--- config.mk ---
export PLATFORM = sky130hd
export DESIGN_NAME = muldiv_unit_flat
export DESIGN_NICKNAME = d
export VERILOG_FILES = /design/src/rtl/muldiv_unit_if.sv /design/src/rtl/muldiv_unit.sv /design/src/flat_wrapper.sv
export SDC_FILE = /design/constraint.sdc
export NUM_CORES = 2
export LEC_CHECK = 0
export ABC_CLOCK_PERIOD_IN_PS = 12600
export BUFFER_PORTS_ARGS = -buffer_cell sky130_fd_sc_hd__clkbuf_2
export CAP_MARGIN = 10
export CORE_ASPECT_RATIO = 1.2
export CORE_MARGIN = 3
export CORE_UTILIZATION = 41
export DETAILED_ROUTE_END_ITERATION = 16
export GPL_ROUTABILITY_DRIVEN = 0
export PLACE_DENSITY = 0.63
export SYNTH_ARGS = -nofsm -noshare
export SYNTH_HDL_FRONTEND = slang
export SYNTH_SLANG_ARGS = --single-unit
--- constraint.sdc ---
create_clock -name clk -period 12.6 [get_ports clk]
set_clock_uncertainty 0.05 [all_clocks]
set_input_delay 0.63 -clock clk [delete_from_list [all_inputs] [get_ports clk]]
set_output_delay 0.63 -clock clk [all_outputs]
set_load 0.02 [all_outputs]
--- src/rtl/muldiv_unit_if.sv ---
// rtl/muldiv_unit_if.sv - request/result handshake bundle for the multiply/divide unit
interface muldiv_unit_if #(
  parameter int WIDTH = 32,
  parameter int TAG_W = 5
);
  logic             valid_i;
  logic             ready_o;
  logic [2:0]       funct3_i;
  logic [WIDTH-1:0] op_a_i;
  logic [WIDTH-1:0] op_b_i;
  logic [TAG_W-1:0] tag_i;
  logic             flush_i;
  logic             valid_o;
  logic             ready_i;
  logic [WIDTH-1:0] result_o;
  logic [TAG_W-1:0] tag_o;

  modport master (
    output valid_i, funct3_i, op_a_i, op_b_i, tag_i, flush_i, ready_i,
    input  ready_o, valid_o, result_o, tag_o
  );

  modport slave (
    input  valid_i, funct3_i, op_a_i, op_b_i, tag_i, flush_i, ready_i,
    output ready_o, valid_o, result_o, tag_o
  );
endinterface

--- src/rtl/muldiv_unit.sv ---
// rtl/muldiv_unit.sv - multi-cycle RISC-V M-extension multiply/divide execute unit
module muldiv_unit #(
  parameter int WIDTH    = 32,
  parameter bit FAST_MUL = 1'b1,
  parameter int TAG_W    = 5
) (
  input  logic         clk,
  input  logic         rst,
  muldiv_unit_if.slave bus
);
  localparam int CNT_W = $clog2(WIDTH) + 1;
  localparam logic [CNT_W-1:0] CNT_END = CNT_W'(WIDTH);
  localparam logic [WIDTH-1:0] MIN_NEG = {1'b1, {(WIDTH-1){1'b0}}};

  typedef enum logic [1:0] {IDLE, MUL, DIV, DONE} state_t;

  state_t             state, state_nxt;
  logic [2:0]         fn;
  logic               a_s, b_s, sp;
  logic [2*WIDTH-1:0] am;
  logic [WIDTH-1:0]   bm;
  logic [2*WIDTH-1:0] acc;
  logic [CNT_W-1:0]   cnt;

  logic accept;
  assign accept      = bus.valid_i & bus.ready_o & ~bus.flush_i;
  assign bus.ready_o = (state == IDLE);
  assign bus.valid_o = (state == DONE);

  // Decode of the incoming request: operand signedness, magnitudes and one-cycle special cases
  logic [2:0]       f;
  logic             in_div, in_a_s, in_b_s, in_sp;
  logic [WIDTH-1:0] in_am, in_bm;
  assign f      = bus.funct3_i;
  assign in_div = f[2];
  assign in_a_s = bus.op_a_i[WIDTH-1] &
                  (f == 3'b001 || f == 3'b010 || f == 3'b100 || f == 3'b110);
  assign in_b_s = bus.op_b_i[WIDTH-1] & (f == 3'b001 || f == 3'b100 || f == 3'b110);
  assign in_am  = in_a_s ? -bus.op_a_i : bus.op_a_i;
  assign in_bm  = in_b_s ? -bus.op_b_i : bus.op_b_i;
  assign in_sp  = in_div & ((bus.op_b_i == '0) |
                  (~f[0] & (bus.op_a_i == MIN_NEG) & (&bus.op_b_i)));

  // One shift-add step and one restoring-division step
  logic [2*WIDTH-1:0] mul_acc_nxt, div_acc_nxt;
  logic [WIDTH:0]     rem_sh, diff;
  assign mul_acc_nxt = bm[0] ? acc + am : acc;
  assign rem_sh      = {acc[2*WIDTH-1:WIDTH], acc[WIDTH-1]};
  assign diff        = rem_sh - {1'b0, bm};
  assign div_acc_nxt = diff[WIDTH] ? {rem_sh[WIDTH-1:0], acc[WIDTH-2:0], 1'b0}
                                   : {diff[WIDTH-1:0], acc[WIDTH-2:0], 1'b1};

  // Finalisation: sign correction and high/low or quotient/remainder select
  logic [2*WIDTH-1:0] fast_prod, prod_raw, prod;
  logic [WIDTH-1:0]   mul_res, div_res, fin_res, a_orig, quo, rem;
  assign fast_prod = {{WIDTH{1'b0}}, am[WIDTH-1:0]} * {{WIDTH{1'b0}}, bm};
  assign prod_raw  = FAST_MUL ? fast_prod : acc;
  assign prod      = (a_s ^ b_s) ? -prod_raw : prod_raw;
  assign mul_res   = (fn[1:0] == 2'b00) ? prod[WIDTH-1:0] : prod[2*WIDTH-1:WIDTH];
  assign a_orig    = a_s ? -am[WIDTH-1:0] : am[WIDTH-1:0];
  assign quo       = (a_s ^ b_s) ? -acc[WIDTH-1:0] : acc[WIDTH-1:0];
  assign rem       = a_s ? -acc[2*WIDTH-1:WIDTH] : acc[2*WIDTH-1:WIDTH];

  // Special-case divides bypass the quotient logic; zero divisor and overflow differ per op
  always_comb begin
    div_res = fn[1] ? rem : quo;
    if (sp) begin
      if (bm == '0) div_res = fn[1] ? a_orig : '1;
      else          div_res = fn[1] ? '0 : a_orig;
    end
    fin_res = fn[2] ? div_res : mul_res;
  end

  // State register
  always_ff @(posedge clk) begin
    if (rst) state <= IDLE;
    else     state <= state_nxt;
  end

  // Next-state logic; flush returns to IDLE from anywhere
  always_comb begin
    state_nxt = state;
    case (state)
      IDLE:    if (accept) state_nxt = in_div ? DIV : MUL;
      MUL,
      DIV:     if (cnt == CNT_END) state_nxt = DONE;
      DONE:    if (bus.ready_i) state_nxt = IDLE;
      default: state_nxt = IDLE;
    endcase
    if (bus.flush_i) state_nxt = IDLE;
  end

  // Datapath: capture on accept, iterate until the counter ends, then finalise into result_o.
  // Fast multiplies and special divides preload the counter so only the finalisation edge runs.
  always_ff @(posedge clk) begin
    if (rst) begin
      fn           <= '0;
      a_s          <= 1'b0;
      b_s          <= 1'b0;
      sp           <= 1'b0;
      am           <= '0;
      bm           <= '0;
      acc          <= '0;
      cnt          <= '0;
      bus.result_o <= '0;
      bus.tag_o    <= '0;
    end else if (accept) begin
      fn        <= f;
      a_s       <= in_a_s;
      b_s       <= in_b_s;
      sp        <= in_sp;
      am        <= {{WIDTH{1'b0}}, in_am};
      bm        <= in_bm;
      acc       <= in_div ? {{WIDTH{1'b0}}, in_am} : '0;
      cnt       <= (in_sp || (!in_div && FAST_MUL)) ? CNT_END : '0;
      bus.tag_o <= bus.tag_i;
    end else if ((state == MUL || state == DIV) && !bus.flush_i) begin
      if (cnt != CNT_END) begin
        cnt <= cnt + 1'b1;
        if (state == MUL) begin
          acc <= mul_acc_nxt;
          am  <= am << 1;
          bm  <= bm >> 1;
        end else begin
          acc <= div_acc_nxt;
        end
      end else begin
        bus.result_o <= fin_res;
      end
    end
  end
endmodule

--- src/flat_wrapper.sv ---
// flat-port wrapper written by rule: the top's interface ports become plain ports
module muldiv_unit_flat 
#(
  parameter int WIDTH    = 32,
  parameter bit FAST_MUL = 1'b1,
  parameter int TAG_W    = 5
)
  (clk, rst, bus_valid_i, bus_funct3_i, bus_op_a_i, bus_op_b_i, bus_tag_i, bus_flush_i, bus_ready_i, bus_ready_o, bus_valid_o, bus_result_o, bus_tag_o);
  muldiv_unit_if #(.WIDTH(WIDTH), .TAG_W(TAG_W)) bus_i ();
  input  logic clk;
  input  logic rst;
  input wire logic [$bits(bus_i.valid_i)-1:0] bus_valid_i;
  input wire logic [$bits(bus_i.funct3_i)-1:0] bus_funct3_i;
  input wire logic [$bits(bus_i.op_a_i)-1:0] bus_op_a_i;
  input wire logic [$bits(bus_i.op_b_i)-1:0] bus_op_b_i;
  input wire logic [$bits(bus_i.tag_i)-1:0] bus_tag_i;
  input wire logic [$bits(bus_i.flush_i)-1:0] bus_flush_i;
  input wire logic [$bits(bus_i.ready_i)-1:0] bus_ready_i;
  output wire logic [$bits(bus_i.ready_o)-1:0] bus_ready_o;
  output wire logic [$bits(bus_i.valid_o)-1:0] bus_valid_o;
  output wire logic [$bits(bus_i.result_o)-1:0] bus_result_o;
  output wire logic [$bits(bus_i.tag_o)-1:0] bus_tag_o;
  assign bus_i.valid_i = bus_valid_i;
  assign bus_i.funct3_i = bus_funct3_i;
  assign bus_i.op_a_i = bus_op_a_i;
  assign bus_i.op_b_i = bus_op_b_i;
  assign bus_i.tag_i = bus_tag_i;
  assign bus_i.flush_i = bus_flush_i;
  assign bus_i.ready_i = bus_ready_i;
  assign bus_ready_o = bus_i.ready_o;
  assign bus_valid_o = bus_i.valid_o;
  assign bus_result_o = bus_i.result_o;
  assign bus_tag_o = bus_i.tag_o;
  muldiv_unit #(.WIDTH(WIDTH), .FAST_MUL(FAST_MUL), .TAG_W(TAG_W)) u_core (.clk(clk), .rst(rst), .bus(bus_i));
endmodule
==> flow_summary.ini <==
[worst_setup_path]
slowest_stage = dfxtp_1
arrival_ps = 11180
required_ps = 13030
worst_path_most_repeated_cell = fa_1
end_kind = register
max_stage_delay_ps = 1060
cp-start-kind = register
worstSetupPathType = register to register
path_max_fanout = 22
ff2ff_setup_slack_ps = 1850

[routing]
ant_nets = 0
dr.pass1.iters = 6
drtIter0Drc = 4339
vias = 49490
wirelength_mm = 207.3
drcViolationCount = 0
via_per_inst = 5.885
avgRoutedWirePerCell_um = 24.65

[power]
pwr-share-comb_pct = 69.5
p_leak_nw = 26.43
p_clk_share_pct = 14.0
seqPwrFrac_pct = 16.5
cellPowerDensity_nw_per_um2 = 104.2
p_int_mw = 2.778
ir_drop_v = 0.0002143
net-switching-power_mw = 3.250
swShare_pct = 53.91

[yosys]
synth_xor_area_share_pct = 5.038
synth_area_per_cell_um2 = 8.055
synthFlopType = dfxtp_1
yosysSeqAreaShare_pct = 7.714
synthAdderAreaFrac_pct = 41.41
synth_cell_types = 86
synth_edf_count = 0
async_reset_ff_share_pct = 0
synth.area.mux_share_pct = 1.126
synth_warnings = 0
ys_ff_latch = 211
synth_top_family_by_area = adder cells
syn-cell-area_um2 = 54760
synthSimpleGateAreaFrac_pct = 20.33
synth_fp_nets = 8143
synth_compound_area_share_pct = 14.45
synthCells = 6798

[finish]
layout_common_cells = 982 x inv_1, 898 x fa_1, 873 x nand2_1
final_common_cell = inv_1
final_core_util_pct = 43.74
fin_nets = 7958
drive_gt1_share_pct = 5.578
area_delta_synth_final_pct = 5.644
final_cells = 8410
fin_area_um2 = 57850

[sta]
setup_violations = 0
fin_crit_ps = 10750
worst_slew_pin_slew_ps = 1440
slew_viol_final = 0
fin_ws_ps = 1854
grt_setup_unrepaired = no
hold_violations = 0
setup-tns-final_ps = 0
max_slew_margin_pct = 3.173
fmax_mhz = 93.06
fin_crit_sh_pct = 85.28

[floorplanning]
initial_core_util_pct = 41.40
placeableCoreArea_um2 = 132300
dieArea_um2 = 138000
die_h_um = 406.3
ios = 116
rows = 146
die_x_um = 339.6

[clock_tree]
hold_buffers = 0
clock-sinks = 211
max-clock-path-buffers = 3
clock-root-buffer = clkbuf_16
post_cts_resize_count = 0
cts_tree = done
numCtsBuffers = 26
postCtsSetupRepairBufs = 0
insertion_delay_ps = 620
htree_num_levels = 1
clkTransAtPathRegs_ps = 90

[grt]
grt_max_degree = 68
overflow = 0
grt_pass1_wl_mm = 313.1
grt_pass1_vias = 51220
grt_antenna_before_repair = 8
grtUsageTotal_pct = 29.76

[run_status]
status = finished clean

[place]
dp_slack_ps = 2129
place_area_um2 = 56910
post-place-cells = 8359
portBuffers = 115
post-dp-hpwl_mm = 164.4

[flow_run]
max-cap-violations = 0

[worst_hold_path]
hold_class = input pin to register
[layer usage]
metal	global-route usage, %	vias to the layer above	share of wire (%)	routed length, um
met5	0	-	0.024	50
met4	25.42	8	11	22260
met3	5.191	861	7.8	16170
met2	49.95	2441	46	96090
met1	32.80	24570	35	72750
li1	-	21610	-	-
[cells by family after synthesis]
family,count (synthesis)
AND/OR/NAND/NOR,2285
buffers and inverters,1444
adder cells (fa/ha/maj),1275
AO/OA/AOI/OAI,1207
XOR/XNOR,315
flip-flops,211
multiplexers,61
[final timing paths]
check / end / cells after the start / from
setup / recovery: u_core.bus.result_o[22]$_SDFFE_PP0P_ / 28 / u_core.am[7]$_SDFFE_PP0P_
hold / removal: u_core.bus.tag_o[2]$_SDFFE_PP0P_ / 2 / bus_tag_i[2]
setup reg to reg: u_core.bus.result_o[22]$_SDFFE_PP0P_ / 28 / u_core.am[7]$_SDFFE_PP0P_
hold reg to reg: u_core.bus.result_o[2]$_SDFFE_PP0P_ / 2 / u_core.bus.result_o[2]$_SDFFE_PP0P_
[power groups by stage]
| stage | clock network, mW | logic (mW) | registers, mW |
|---|---|---|---|
| 2_1_floorplan | 0 | 2.96 | 0.855 |
| 6_report | 0.843 | 4.19 | 0.997 |
| 3_3_place_gp | 0 | 4.03 | 0.994 |
| 5_1_grt | 0.872 | 4.55 | 1.00 |
| 4_1_cts | 0.848 | 4.10 | 0.982 |
| 3_5_place_dp | 0 | 4.06 | 0.996 |
[synthesized netlist by cell type (40+ instances only)]
cell type	count	area (um2)
fa_1	898	17980
o21ai_0	282	1411
nor3_1	77	385.4
a21oi_1	307	1536
xnor2_1	182	1594
ha_1	370	4629
nand2_1	874	3281
mux2i_1	56	560.5
xor2_1	133	1165
clkbuf_1	416	1562
a311oi_1	46	402.9
inv_1	982	3686
nor2_1	402	1509
a21o_1	84	630.6
a31oi_1	45	281.5
o31ai_1	40	300.3
nand4_1	68	425.4
dfxtp_1	211	4224
nor4_1	43	269.0
o211ai_1	47	352.8
nand3_1	56	280.3
and2_1	551	3447
[state kept, by name, indices dropped and copies added (netlist names)]
name,flops
u_core.fn,3
u_core.sp,1
u_core.cnt,6
u_core.acc,64
u_core.bus.tag_o,5
u_core.state,2
u_core.bm,32
u_core.bus.result_o,32
u_core.a_s,1
u_core.b_s,1
u_core.am,64
[critical path: cells and delay by family (launching register included)]
family	cells	cell delay [ps]
and+or+nand+nor	4	1670
xor gates and xnor gates	1	410
adders and majority gates	9	4130
AOI/OAI and AO/OA	8	2450
buffers and inverters	6	790
DFF	1	1060
[cell type report]
cell class,count,area (um2)
fill,13380,74410
clock buffer,34,752.0
inverter,985,3697
sequential,211,4244
tap,1776,2222
multi-input combinational,5143,45180
timing repair buffer,246,1584
clock inverter,14,166.4
antenna,1,2.502
[metrics by stage]
step	hold slack [ps]	power (mW)
4_1_cts	186.1	5.925
3_3_place_gp	382.9	5.022
2_1_floorplan	398.8	3.810
5_1_grt	219.4	6.420
3_5_place_dp	394.0	5.052
6_report	216.9	6.028
Note: power is estimated with default switching activity, not from simulation.
